<file path="src/rtl/lcd_sequencer_pkg.sv">
// Shared types and constants for the HD44780-style LCD sequencer:
// state encoding, instruction codes, the power-on init table and
// the rule deciding which instructions need the long execution wait.
package lcd_pkg;

    typedef enum logic [2:0] {
        ST_POWERUP,
        ST_INIT,
        ST_IDLE,
        ST_SETUP,
        ST_PULSE,
        ST_HOLD,
        ST_WAIT
    } state_t;

    localparam logic [7:0] CMD_CLEAR     = 8'h01;
    localparam logic [7:0] CMD_HOME      = 8'h02;
    localparam logic [7:0] CMD_FUNC_8B2L = 8'h38;
    localparam logic [7:0] CMD_DISP_ON   = 8'h0C;
    localparam logic [7:0] CMD_ENTRY_INC = 8'h06;

    localparam int INIT_LEN = 6;

    // Entry 0 sits in the low byte and is issued first.
    localparam logic [INIT_LEN-1:0][7:0] INIT_TABLE = {
        CMD_ENTRY_INC, CMD_CLEAR, CMD_DISP_ON,
        CMD_FUNC_8B2L, CMD_FUNC_8B2L, CMD_FUNC_8B2L
    };

    // Clear and return-home (0x02 and its alias 0x03) take ~1.5 ms to execute.
    function automatic logic is_long_cmd(input logic rs, input logic [7:0] data);
        return !rs && ((data == CMD_CLEAR) || (data == CMD_HOME) || (data == 8'h03));
    endfunction

endpackage

</file>
<file path="src/rtl/lcd_sequencer_if.sv">
// Processor-side byte write request channel (valid/ready) of the LCD sequencer.
interface lcd_sequencer_if;
    logic       req_valid;
    logic       req_rs;
    logic [7:0] req_data;
    logic       req_ready;
    logic       busy;

    modport master (output req_valid, req_rs, req_data, input req_ready, busy);
    modport slave  (input req_valid, req_rs, req_data, output req_ready, busy);
endinterface

</file>
<file path="src/rtl/lcd_timer.sv">
// Loadable down-counter with a zero flag; holds at zero until reloaded.
module lcd_timer #(
    parameter int CNT_W = 22
) (
    input  logic             clock,
    input  logic             reset_n,
    input  logic             load,
    input  logic [CNT_W-1:0] load_val,
    output logic             zero
);

    logic [CNT_W-1:0] cnt_reg;

    // Reload has priority over counting; saturate at zero.
    always_ff @(posedge clock or negedge reset_n) begin
        if (!reset_n)
            cnt_reg <= '0;
        else if (load)
            cnt_reg <= load_val;
        else if (cnt_reg != '0)
            cnt_reg <= cnt_reg - CNT_W'(1);
    end

    assign zero = (cnt_reg == '0);

endmodule

</file>
<file path="src/rtl/lcd_sequencer.sv">
// HD44780 bus sequencer: accepts byte writes and produces setup / enable /
// hold / execution-wait timing on registered LCD pins.
// Optional power-on init sequence is built when LCD_INIT_EN is defined.
module lcd_sequencer
    import lcd_pkg::*;
#(
    parameter int SETUP_CYC      = 4,
    parameter int EN_CYC         = 25,
    parameter int HOLD_CYC       = 4,
    parameter int WAIT_SHORT_CYC = 2500,
    parameter int WAIT_LONG_CYC  = 85000,
    parameter int POWERUP_CYC    = 2000000,
    parameter int CNT_W          = 22
) (
    input  logic        clock,
    input  logic        reset_n,
    lcd_sequencer_if.slave req,
    output logic [7:0]  lcd_data,
    output logic        lcd_en,
    output logic        lcd_rs,
    output logic        lcd_rw
);

    localparam logic [CNT_W-1:0] SETUP_LD = CNT_W'(SETUP_CYC - 1);
    localparam logic [CNT_W-1:0] EN_LD    = CNT_W'(EN_CYC - 1);
    localparam logic [CNT_W-1:0] HOLD_LD  = CNT_W'(HOLD_CYC - 1);
    localparam logic [CNT_W-1:0] WS_LD    = CNT_W'(WAIT_SHORT_CYC - 1);
    localparam logic [CNT_W-1:0] WL_LD    = CNT_W'(WAIT_LONG_CYC - 1);

`ifdef LCD_INIT_EN
    localparam state_t RESET_STATE = ST_POWERUP;
    // One POWERUP cycle is spent arming the timer, so load two short.
    localparam logic [CNT_W-1:0] PWR_LD = CNT_W'((POWERUP_CYC >= 2) ? POWERUP_CYC - 2 : 0);
`else
    localparam state_t RESET_STATE = ST_IDLE;
`endif

    state_t           state_reg, state_next;
    logic [7:0]       lcd_data_reg, lcd_data_next;
    logic             lcd_rs_reg, lcd_rs_next;
    logic             lcd_en_reg, lcd_en_next;
    logic             wait_long_reg, wait_long_next;
    logic             timer_load;
    logic [CNT_W-1:0] timer_val;
    logic             timer_zero;

`ifdef LCD_INIT_EN
    logic [2:0]       init_idx_reg, init_idx_next;
    logic             pwr_armed_reg, pwr_armed_next;

    // Init table position and power-on timer arming flag.
    always_ff @(posedge clock or negedge reset_n) begin
        if (!reset_n) begin
            init_idx_reg  <= '0;
            pwr_armed_reg <= 1'b0;
        end else begin
            init_idx_reg  <= init_idx_next;
            pwr_armed_reg <= pwr_armed_next;
        end
    end
`endif

    lcd_timer #(.CNT_W(CNT_W)) u_timer (
        .clock    (clock),
        .reset_n  (reset_n),
        .load     (timer_load),
        .load_val (timer_val),
        .zero     (timer_zero)
    );

    // State register and registered LCD pins; reset drops lcd_en at once.
    always_ff @(posedge clock or negedge reset_n) begin
        if (!reset_n) begin
            state_reg     <= RESET_STATE;
            lcd_data_reg  <= 8'h00;
            lcd_rs_reg    <= 1'b0;
            lcd_en_reg    <= 1'b0;
            wait_long_reg <= 1'b0;
        end else begin
            state_reg     <= state_next;
            lcd_data_reg  <= lcd_data_next;
            lcd_rs_reg    <= lcd_rs_next;
            lcd_en_reg    <= lcd_en_next;
            wait_long_reg <= wait_long_next;
        end
    end

    // Next state, timer reloads on each state entry, and next pin values.
    always_comb begin
        state_next     = state_reg;
        lcd_data_next  = lcd_data_reg;
        lcd_rs_next    = lcd_rs_reg;
        wait_long_next = wait_long_reg;
        timer_load     = 1'b0;
        timer_val      = '0;
`ifdef LCD_INIT_EN
        init_idx_next  = init_idx_reg;
        pwr_armed_next = pwr_armed_reg;
`endif
        case (state_reg)
`ifdef LCD_INIT_EN
            ST_POWERUP: begin
                if (!pwr_armed_reg) begin
                    pwr_armed_next = 1'b1;
                    timer_load     = 1'b1;
                    timer_val      = PWR_LD;
                end else if (timer_zero) begin
                    state_next = ST_INIT;
                end
            end
            ST_INIT: begin
                lcd_rs_next    = 1'b0;
                lcd_data_next  = INIT_TABLE[init_idx_reg];
                // The first function-set needs the long wait after power-up.
                wait_long_next = (init_idx_reg == 3'd0) ||
                                 is_long_cmd(1'b0, INIT_TABLE[init_idx_reg]);
                init_idx_next  = init_idx_reg + 3'd1;
                timer_load     = 1'b1;
                timer_val      = SETUP_LD;
                state_next     = ST_SETUP;
            end
`endif
            ST_IDLE: begin
                if (req.req_valid) begin
                    lcd_rs_next    = req.req_rs;
                    lcd_data_next  = req.req_data;
                    wait_long_next = is_long_cmd(req.req_rs, req.req_data);
                    timer_load     = 1'b1;
                    timer_val      = SETUP_LD;
                    state_next     = ST_SETUP;
                end
            end
            ST_SETUP: begin
                if (timer_zero) begin
                    timer_load = 1'b1;
                    timer_val  = EN_LD;
                    state_next = ST_PULSE;
                end
            end
            ST_PULSE: begin
                if (timer_zero) begin
                    timer_load = 1'b1;
                    timer_val  = HOLD_LD;
                    state_next = ST_HOLD;
                end
            end
            ST_HOLD: begin
                if (timer_zero) begin
                    timer_load = 1'b1;
                    timer_val  = wait_long_reg ? WL_LD : WS_LD;
                    state_next = ST_WAIT;
                end
            end
            ST_WAIT: begin
                if (timer_zero) begin
`ifdef LCD_INIT_EN
                    state_next = (init_idx_reg == 3'(INIT_LEN)) ? ST_IDLE : ST_INIT;
`else
                    state_next = ST_IDLE;
`endif
                end
            end
            default: state_next = ST_IDLE;
        endcase
        lcd_en_next = (state_next == ST_PULSE);
    end

    assign lcd_data      = lcd_data_reg;
    assign lcd_rs        = lcd_rs_reg;
    assign lcd_en        = lcd_en_reg;
    assign lcd_rw        = 1'b0;
    assign req.req_ready = (state_reg == ST_IDLE);
    assign req.busy      = (state_reg != ST_IDLE);

endmodule

</file>
<file path="src/flat_wrapper.sv">
// flat-port wrapper written by rule: the top's interface ports become plain ports
module lcd_sequencer_flat import lcd_pkg::*;
#(
    parameter int SETUP_CYC      = 4,
    parameter int EN_CYC         = 25,
    parameter int HOLD_CYC       = 4,
    parameter int WAIT_SHORT_CYC = 2500,
    parameter int WAIT_LONG_CYC  = 85000,
    parameter int POWERUP_CYC    = 2000000,
    parameter int CNT_W          = 22
)
  (clock, reset_n, lcd_data, lcd_en, lcd_rs, lcd_rw, req_req_valid, req_req_rs, req_req_data, req_req_ready, req_busy);
  lcd_sequencer_if req_i ();
  input  logic clock;
  input  logic reset_n;
  output logic [7:0] lcd_data;
  output logic lcd_en;
  output logic lcd_rs;
  output logic lcd_rw;
  input wire logic [$bits(req_i.req_valid)-1:0] req_req_valid;
  input wire logic [$bits(req_i.req_rs)-1:0] req_req_rs;
  input wire logic [$bits(req_i.req_data)-1:0] req_req_data;
  output wire logic [$bits(req_i.req_ready)-1:0] req_req_ready;
  output wire logic [$bits(req_i.busy)-1:0] req_busy;
  assign req_i.req_valid = req_req_valid;
  assign req_i.req_rs = req_req_rs;
  assign req_i.req_data = req_req_data;
  assign req_req_ready = req_i.req_ready;
  assign req_busy = req_i.busy;
  lcd_sequencer #(.SETUP_CYC(SETUP_CYC), .EN_CYC(EN_CYC), .HOLD_CYC(HOLD_CYC), .WAIT_SHORT_CYC(WAIT_SHORT_CYC), .WAIT_LONG_CYC(WAIT_LONG_CYC), .POWERUP_CYC(POWERUP_CYC), .CNT_W(CNT_W)) u_core (.clock(clock), .reset_n(reset_n), .req(req_i), .lcd_data(lcd_data), .lcd_en(lcd_en), .lcd_rs(lcd_rs), .lcd_rw(lcd_rw));
endmodule
</file>
<file path="config.mk">
export PLATFORM = sky130hd
export DESIGN_NAME = lcd_sequencer_flat
export DESIGN_NICKNAME = d
export VERILOG_FILES = /design/src/rtl/lcd_sequencer_pkg.sv /design/src/rtl/lcd_sequencer_if.sv /design/src/rtl/lcd_timer.sv /design/src/rtl/lcd_sequencer.sv /design/src/flat_wrapper.sv
export SDC_FILE = /design/constraint.sdc
export NUM_CORES = 1
export LEC_CHECK = 0
export CAP_MARGIN = 5
export CORE_MARGIN = 3
export CORE_UTILIZATION = 55
export CTS_CLUSTER_SIZE = 8
export DETAILED_ROUTE_END_ITERATION = 8
export PLACE_DENSITY = 0.8
export SKIP_CTS_REPAIR_TIMING = 1
export SLEW_MARGIN = 20
export SYNTH_ARGS = -nofsm -noshare
export SYNTH_HDL_FRONTEND = slang
export SYNTH_SLANG_ARGS = --single-unit
</file>
<file path="constraint.sdc">
create_clock -name clock -period 6.5 [get_ports clock]
set_clock_uncertainty 0.2 [all_clocks]
set_input_delay 1.3 -clock clock [delete_from_list [all_inputs] [get_ports clock]]
set_output_delay 1.3 -clock clock [all_outputs]
set_load 0.005 [all_outputs]
</file>
==> impl_metrics.yaml, run 1 <==
final_layout:
  drive_gt1_share_pct: 6.39
  fin_nets: 231
  final_cell_mix: "nand2_1, dfrtp_1, clkdlybuf4s50_1, nor2_1, xnor2_1"
  syn2layout_area_growth_pct: 21.6
  mostFrequentLayoutCell: "nand2_1"
  largest_reg_flops: 22
  diodes: 0
sta:
  rsz0062_at_grt: "no"
  period_share_pct: 57.2
  worst_slack_ns: 2.78
  fmax_mhz: 269
  slew_violations: 0
  hold_ws_ns: 0.281
  layout_min_cycle_time_ns: 3.72
  hold_viol: 0
  slew_headroom_pct: 40.5
  tightest_slew_ns: 0.887
  setup_tns_ns: 0
  setup_viol: 0
routing:
  ant_nets: 0
  drt_iter0_drc: 104
  drc_errors: 0
  wire_per_inst_microns: 15.4
  vias: 1524
  dr.pass1.iters: 4
  vias_per_cell: 5.79
  drt_wl_total_mm: 4.05
synth:
  ys_types: 42
  synth_top_family_by_area: "simple AND/OR/NAND/NOR gates"
  synth_mux_area_share_pct: 1.65
  synth-adder-area-share_pct: 0.689
  synth_seq_cells: 36
  ys_async_sr_fraction_pct: 100
  synth_compound_area_share_pct: 13.2
  yosysWarnings: 0
  synthFlopType: "dfrtp_1"
  syn-instance-count: 193
  synthXorXnorAreaFrac_pct: 6.75
  ys_seq_area_share_pct: 49.7
  avgSynthCellArea_sq_um: 9.41
  synth-simple-area-share_pct: 25.3
  synth_area_sq_um: 1820
  synth_edf_count: 0
  synth.net_count: 206
run:
  maxCapViolCount: 0
global_routing:
  grt-ovfl-total: 0
  antenna_found_initial: 0
  grt_pass1_vias: 1535
  grt_first_pass_wirelength_mm: 7.08
  grtUsageTotal_pct: 22.8
  grt_max_degree: 37
pwr:
  power_density_nw_per_um2: 459
  power.total_mw: 1.01
  leakage_nw: 0.957
  peakVddDrop_uv: 294
worst_hold_path:
  min_path_type: "flop to flop"
  hp-start: "u_core.lcd_data[4]"
  holdPathStages: 2
  hold_end: "u_core.lcd_data[4]"
clocking:
  path_clk_slew_ns: 0.12
  cts.sinks: 36
  clk_latency_ns: 0.36
  cts_buffers: 5
  ctsRootBufferMaster: "clkbuf_4"
  clockBufferDepth: 2
  h-tree-depth: 2
  cts_tree: "yes"
floorplanning:
  die_area_sq_um: 4030
  initial_core_util_pct: 58.5
  core_sq_um: 3100
  fp.dieW_microns: 63.5
  rows: 20
  dieHeight_microns: 63.5
  io_pins: 25
worst_setup_path:
  cp_max_fo: 12
  worstSetupEndpointType: "flop"
  setup.worst_path.start_class: "flop"
  rrSetupSlack_ns: 2.78
  critPathLaunch: "u_core.u_timer.cnt_reg[0]"
  r2r_cells: 7
  worstPathRequired_ns: 6.51
  worstPathArrival_ns: 3.73
  r2r_start: "u_core.u_timer.cnt_reg[0]"
  worst-setup-path-type: "flop to flop"
  r2r-end: "u_core.u_timer.cnt_reg[4]"
outcome:
  outcome: "finished clean"
placed_design:
  place.gp.congestion: 0.849
  port_buffers: 23
  dpl_worst_slack_ns: 2.86
  place_hpwl_mm: 2.89
## routing by layer
layer	vias to the layer above	track usage, %	wire (microns)
met5	-	0	0
met1	716	28.3	1760
met2	58	36.0	1900
met3	12	8.38	318
li1	738	-	-
met4	0	8.89	72
## logic make-up (layout without fill, tap and decap cells)
logic type      Yosys count  count (layout)
buf+inv                  11              37
other cells               1               1
mux                       3               3
simple gates             90              90
flops                    36              36
compound gates           37              37
xor+xnor                 14              14
fa+ha+maj                 1               1
## worst max-delay path, cell delays in order (launching register included)
cell     delay (ns)
dfrtp_1        0.45
inv_1          0.10
ha_1           0.20
or3b_1         0.45
nor4_2         0.73
nand2_1        0.45
o21ai_1        0.82
o32ai_1        0.17
## power breakdown
part / internal, mW / switching, mW / leakage [nW] / total [mW]
sequential: 0.311 / 0.0842 / 0.464 / 0.395
clock: 0.158 / 0.0805 / 0.0654 / 0.239
combinational: 0.191 / 0.188 / 0.428 / 0.379
total: 0.660 / 0.353 / 0.957 / 1.01
## through the flow
stage / cells / util [%] / area [sq um]
4_1_cts: 263 / 71.2 / 2210
3_3_place_gp: 255 / 67.1 / 2080
5_1_grt: 263 / 71.2 / 2210
2_1_floorplan: 193 / - / 1820
3_5_place_dp: 255 / 67.1 / 2080
6_report: 263 / 71.2 / 2210
## Yosys cell counts (all sizes together) (2+ instances only)
cell type | n | area share (%)
a211o | 2 | 0.96
a211oi | 2 | 0.83
a21oi | 7 | 1.9
buf | 3 | 0.96
clkbuf | 3 | 0.62
dfrtp | 35 | 48
inv | 5 | 1.0
mux2i | 3 | 1.7
nand2 | 37 | 7.6
nand2b | 2 | 0.69
nor2 | 16 | 3.3
nor2b | 4 | 1.4
nor3 | 5 | 1.4
nor3b | 3 | 1.2
nor4 | 5 | 2.1
o211ai | 3 | 1.2
o21ai | 11 | 3.0
o22ai | 2 | 0.69
o31ai | 2 | 0.83
o32ai | 4 | 1.9
or3 | 3 | 1.0
or4 | 8 | 3.7
xnor2 | 12 | 5.8
xor2 | 2 | 0.96
## final cells by class
class / count / area (sq um)
Sequential cell: 36 / 902
Timing Repair Buffer: 24 / 238
Multi-Input combinational cell: 146 / 867
Clock buffer: 5 / 37.5
Inverter: 5 / 18.8
Tap cell: 44 / 55.1
Fill cell: 254 / 895
Clock inverter: 3 / 90.1
## how the worst max path moves through the flow
stage                                           end  slack, ns  cells after the start
after floorplan           u_core.u_timer.cnt_reg[4]       3.91                      8
after global placement    u_core.u_timer.cnt_reg[4]       3.05                      7
after detailed placement  u_core.u_timer.cnt_reg[4]       2.86                      7
after CTS                 u_core.u_timer.cnt_reg[4]       2.88                      7
after global routing      u_core.u_timer.cnt_reg[4]       2.47                      7
final                     u_core.u_timer.cnt_reg[4]       2.78                      7
Power figures use the tool's default switching activity.
==> run 2, diff against run 1 <==
- CORE_UTILIZATION: 55 -> 49
- PLACE_DENSITY: 0.8 -> 0.75
- clock period: 6.5 -> 3.2 ns (I/O delays scaled with it)
==> impl_metrics.yaml, run 2 (synthesis gave the netlist of run 1 again) <==
floorplanning:
  dieHeight_microns: 66.9
  initial_core_util_pct: 52.8
  core_sq_um: 3440
  rows: 21
  fp.dieW_microns: 66.9
  die_area_sq_um: 4470
  io_pins: 25
routing:
  wire_per_inst_microns: 15.6
  drt_iter0_drc: 85
  dr.pass1.iters: 5
  drc_errors: 0
  vias: 1538
  drt_wl_total_mm: 4.19
  vias_per_cell: 5.72
  ant_nets: 0
outcome:
  outcome: "finished clean"
placed_design:
  place_hpwl_mm: 3.05
  place.gp.congestion: 0.860
  port_buffers: 23
  placed_area_sq_um: 2110
worst_setup_path:
  path_cells: "inv_1 > ha_1 > or3b_1 > nor4_2 > and2_1 > nor2_1 > a211o_1"
  r2r_cells: 7
  worstPathArrival_ns: 2.66
  r2r_start: "u_core.u_timer.cnt_reg[0]"
  worst-setup-path-type: "flop to flop"
  r2r-end: "u_core.u_timer.cnt_reg[1]"
  worstPathRequired_ns: 3.17
  max_stage_delay_ns: 0.46
  cp_max_fo: 12
  crit_family: "simple AND/OR/NAND/NOR gates"
  rrSetupSlack_ns: 0.51
  setup.worst_path.start_class: "flop"
  path_buf_inv: 1
  worstSetupEndpointType: "flop"
  crit_slowest_cell: "and2_1"
run:
  maxCapViolCount: 0
sta:
  layout_min_cycle_time_ns: 2.69
  rsz0062_at_grt: "no"
  setup_viol: 0
  slew_violations: 0
  hold_viol: 0
  tightest_slew_ns: 0.636
  hold_ws_ns: 0.283
  period_share_pct: 84.1
  slew_headroom_pct: 57.5
  fmax_mhz: 371
  setup_tns_ns: 0
worst_hold_path:
  hold_end: "u_core.lcd_data[1]"
  min_path_type: "flop to flop"
  holdPathStages: 2
  hp-start: "u_core.lcd_data[1]"
clocking:
  clk_latency_ns: 0.28
  path_clk_slew_ns: 0.06
  cts.sinks: 36
  clockBufferDepth: 2
  cts_tree: "yes"
  cts_buffers: 5
  ctsRootBufferMaster: "clkbuf_8"
  h-tree-depth: 2
global_routing:
  grt_pass1_vias: 1649
  antenna_found_initial: 0
  grt_max_degree: 37
  grtUsageTotal_pct: 22.2
  grt-ovfl-total: 0
  grt_first_pass_wirelength_mm: 7.40
final_layout:
  syn2layout_area_growth_pct: 21.8
  final_area_sq_um: 2210
  nFillCells: 286
  drive_gt1_share_pct: 7.62
  mostFrequentLayoutCell: "nand2_1"
  fin_nets: 235
  final_cell_mix: "nand2_1, dfrtp_1, clkdlybuf4s50_1, nor2_1, xnor2_1"
  diodes: 0
  largest_reg_flops: 22
pwr:
  peakVddDrop_uv: 405
  leakage_nw: 0.964
  power_density_nw_per_um2: 886
  power.total_mw: 1.96
==> run 2: changes by cell type in the layout (fill, tap and decap cells not counted), sizes merged <==
cell    before  now
buf          1    5
bufinv       3    0
clkbuf       5    8
==> run 2: routing by layer <==
layer,wire length (microns),up-vias,global-route usage (%)
li1,-,742,-
met1,1720,739,26.0
met2,2150,44,37.1
met3,240,13,5.90
met4,85,0,11.1
met5,0,-,0
==> run 2: stage by stage <==
step | std cells | utilization [%] | setup slack, ns
final | 269 | 64.3 | 0.508
after floorplan | 193 | - | 0.608
after global placement | 261 | 61.4 | 0.623
after global routing | 269 | 64.3 | 0.234
after detailed placement | 261 | 61.4 | 0.545
after CTS | 269 | 64.3 | 0.503
==> run 2: layout make-up <==
class,instances,area (sq um),area share [%]
multi-input cells,146,867,39.2
well taps,46,57.6,2.60
clock buffers,8,100,4.52
inverters,5,18.8,0.848
repair buffers,28,268,12.1
flip-flops and latches,36,902,40.8
==> run 2: power by group <==
part	internal [mW]	total, mW	leakage [nW]	switching (mW)
sequential	0.632	0.815	0.464	0.183
clock	0.196	0.347	0.0515	0.151
combinational	0.413	0.798	0.448	0.385
total	1.24	1.96	0.964	0.718
==> run 2: worst max-delay path by stage <==
stage / startpoint / endpoint / slack, ns / cells after the start
floorplan: u_core.u_timer.cnt_reg[0] / u_core.u_timer.cnt_reg[4] / 0.61 / 8
global placement: u_core.u_timer.cnt_reg[7] / u_core.u_timer.cnt_reg[15] / 0.62 / 5
detailed placement: u_core.u_timer.cnt_reg[7] / u_core.u_timer.cnt_reg[15] / 0.55 / 5
CTS: u_core.state_reg[1] / req_req_ready / 0.50 / 4
global route: u_core.u_timer.cnt_reg[0] / u_core.u_timer.cnt_reg[16] / 0.23 / 7
finish: u_core.u_timer.cnt_reg[0] / u_core.u_timer.cnt_reg[1] / 0.51 / 7
==> run 2: worst min-delay path: stages (launching register included) <==
cell	delay, ns
dfrtp_1	0.34
nand2_1	0.05
nand2_1	0.06
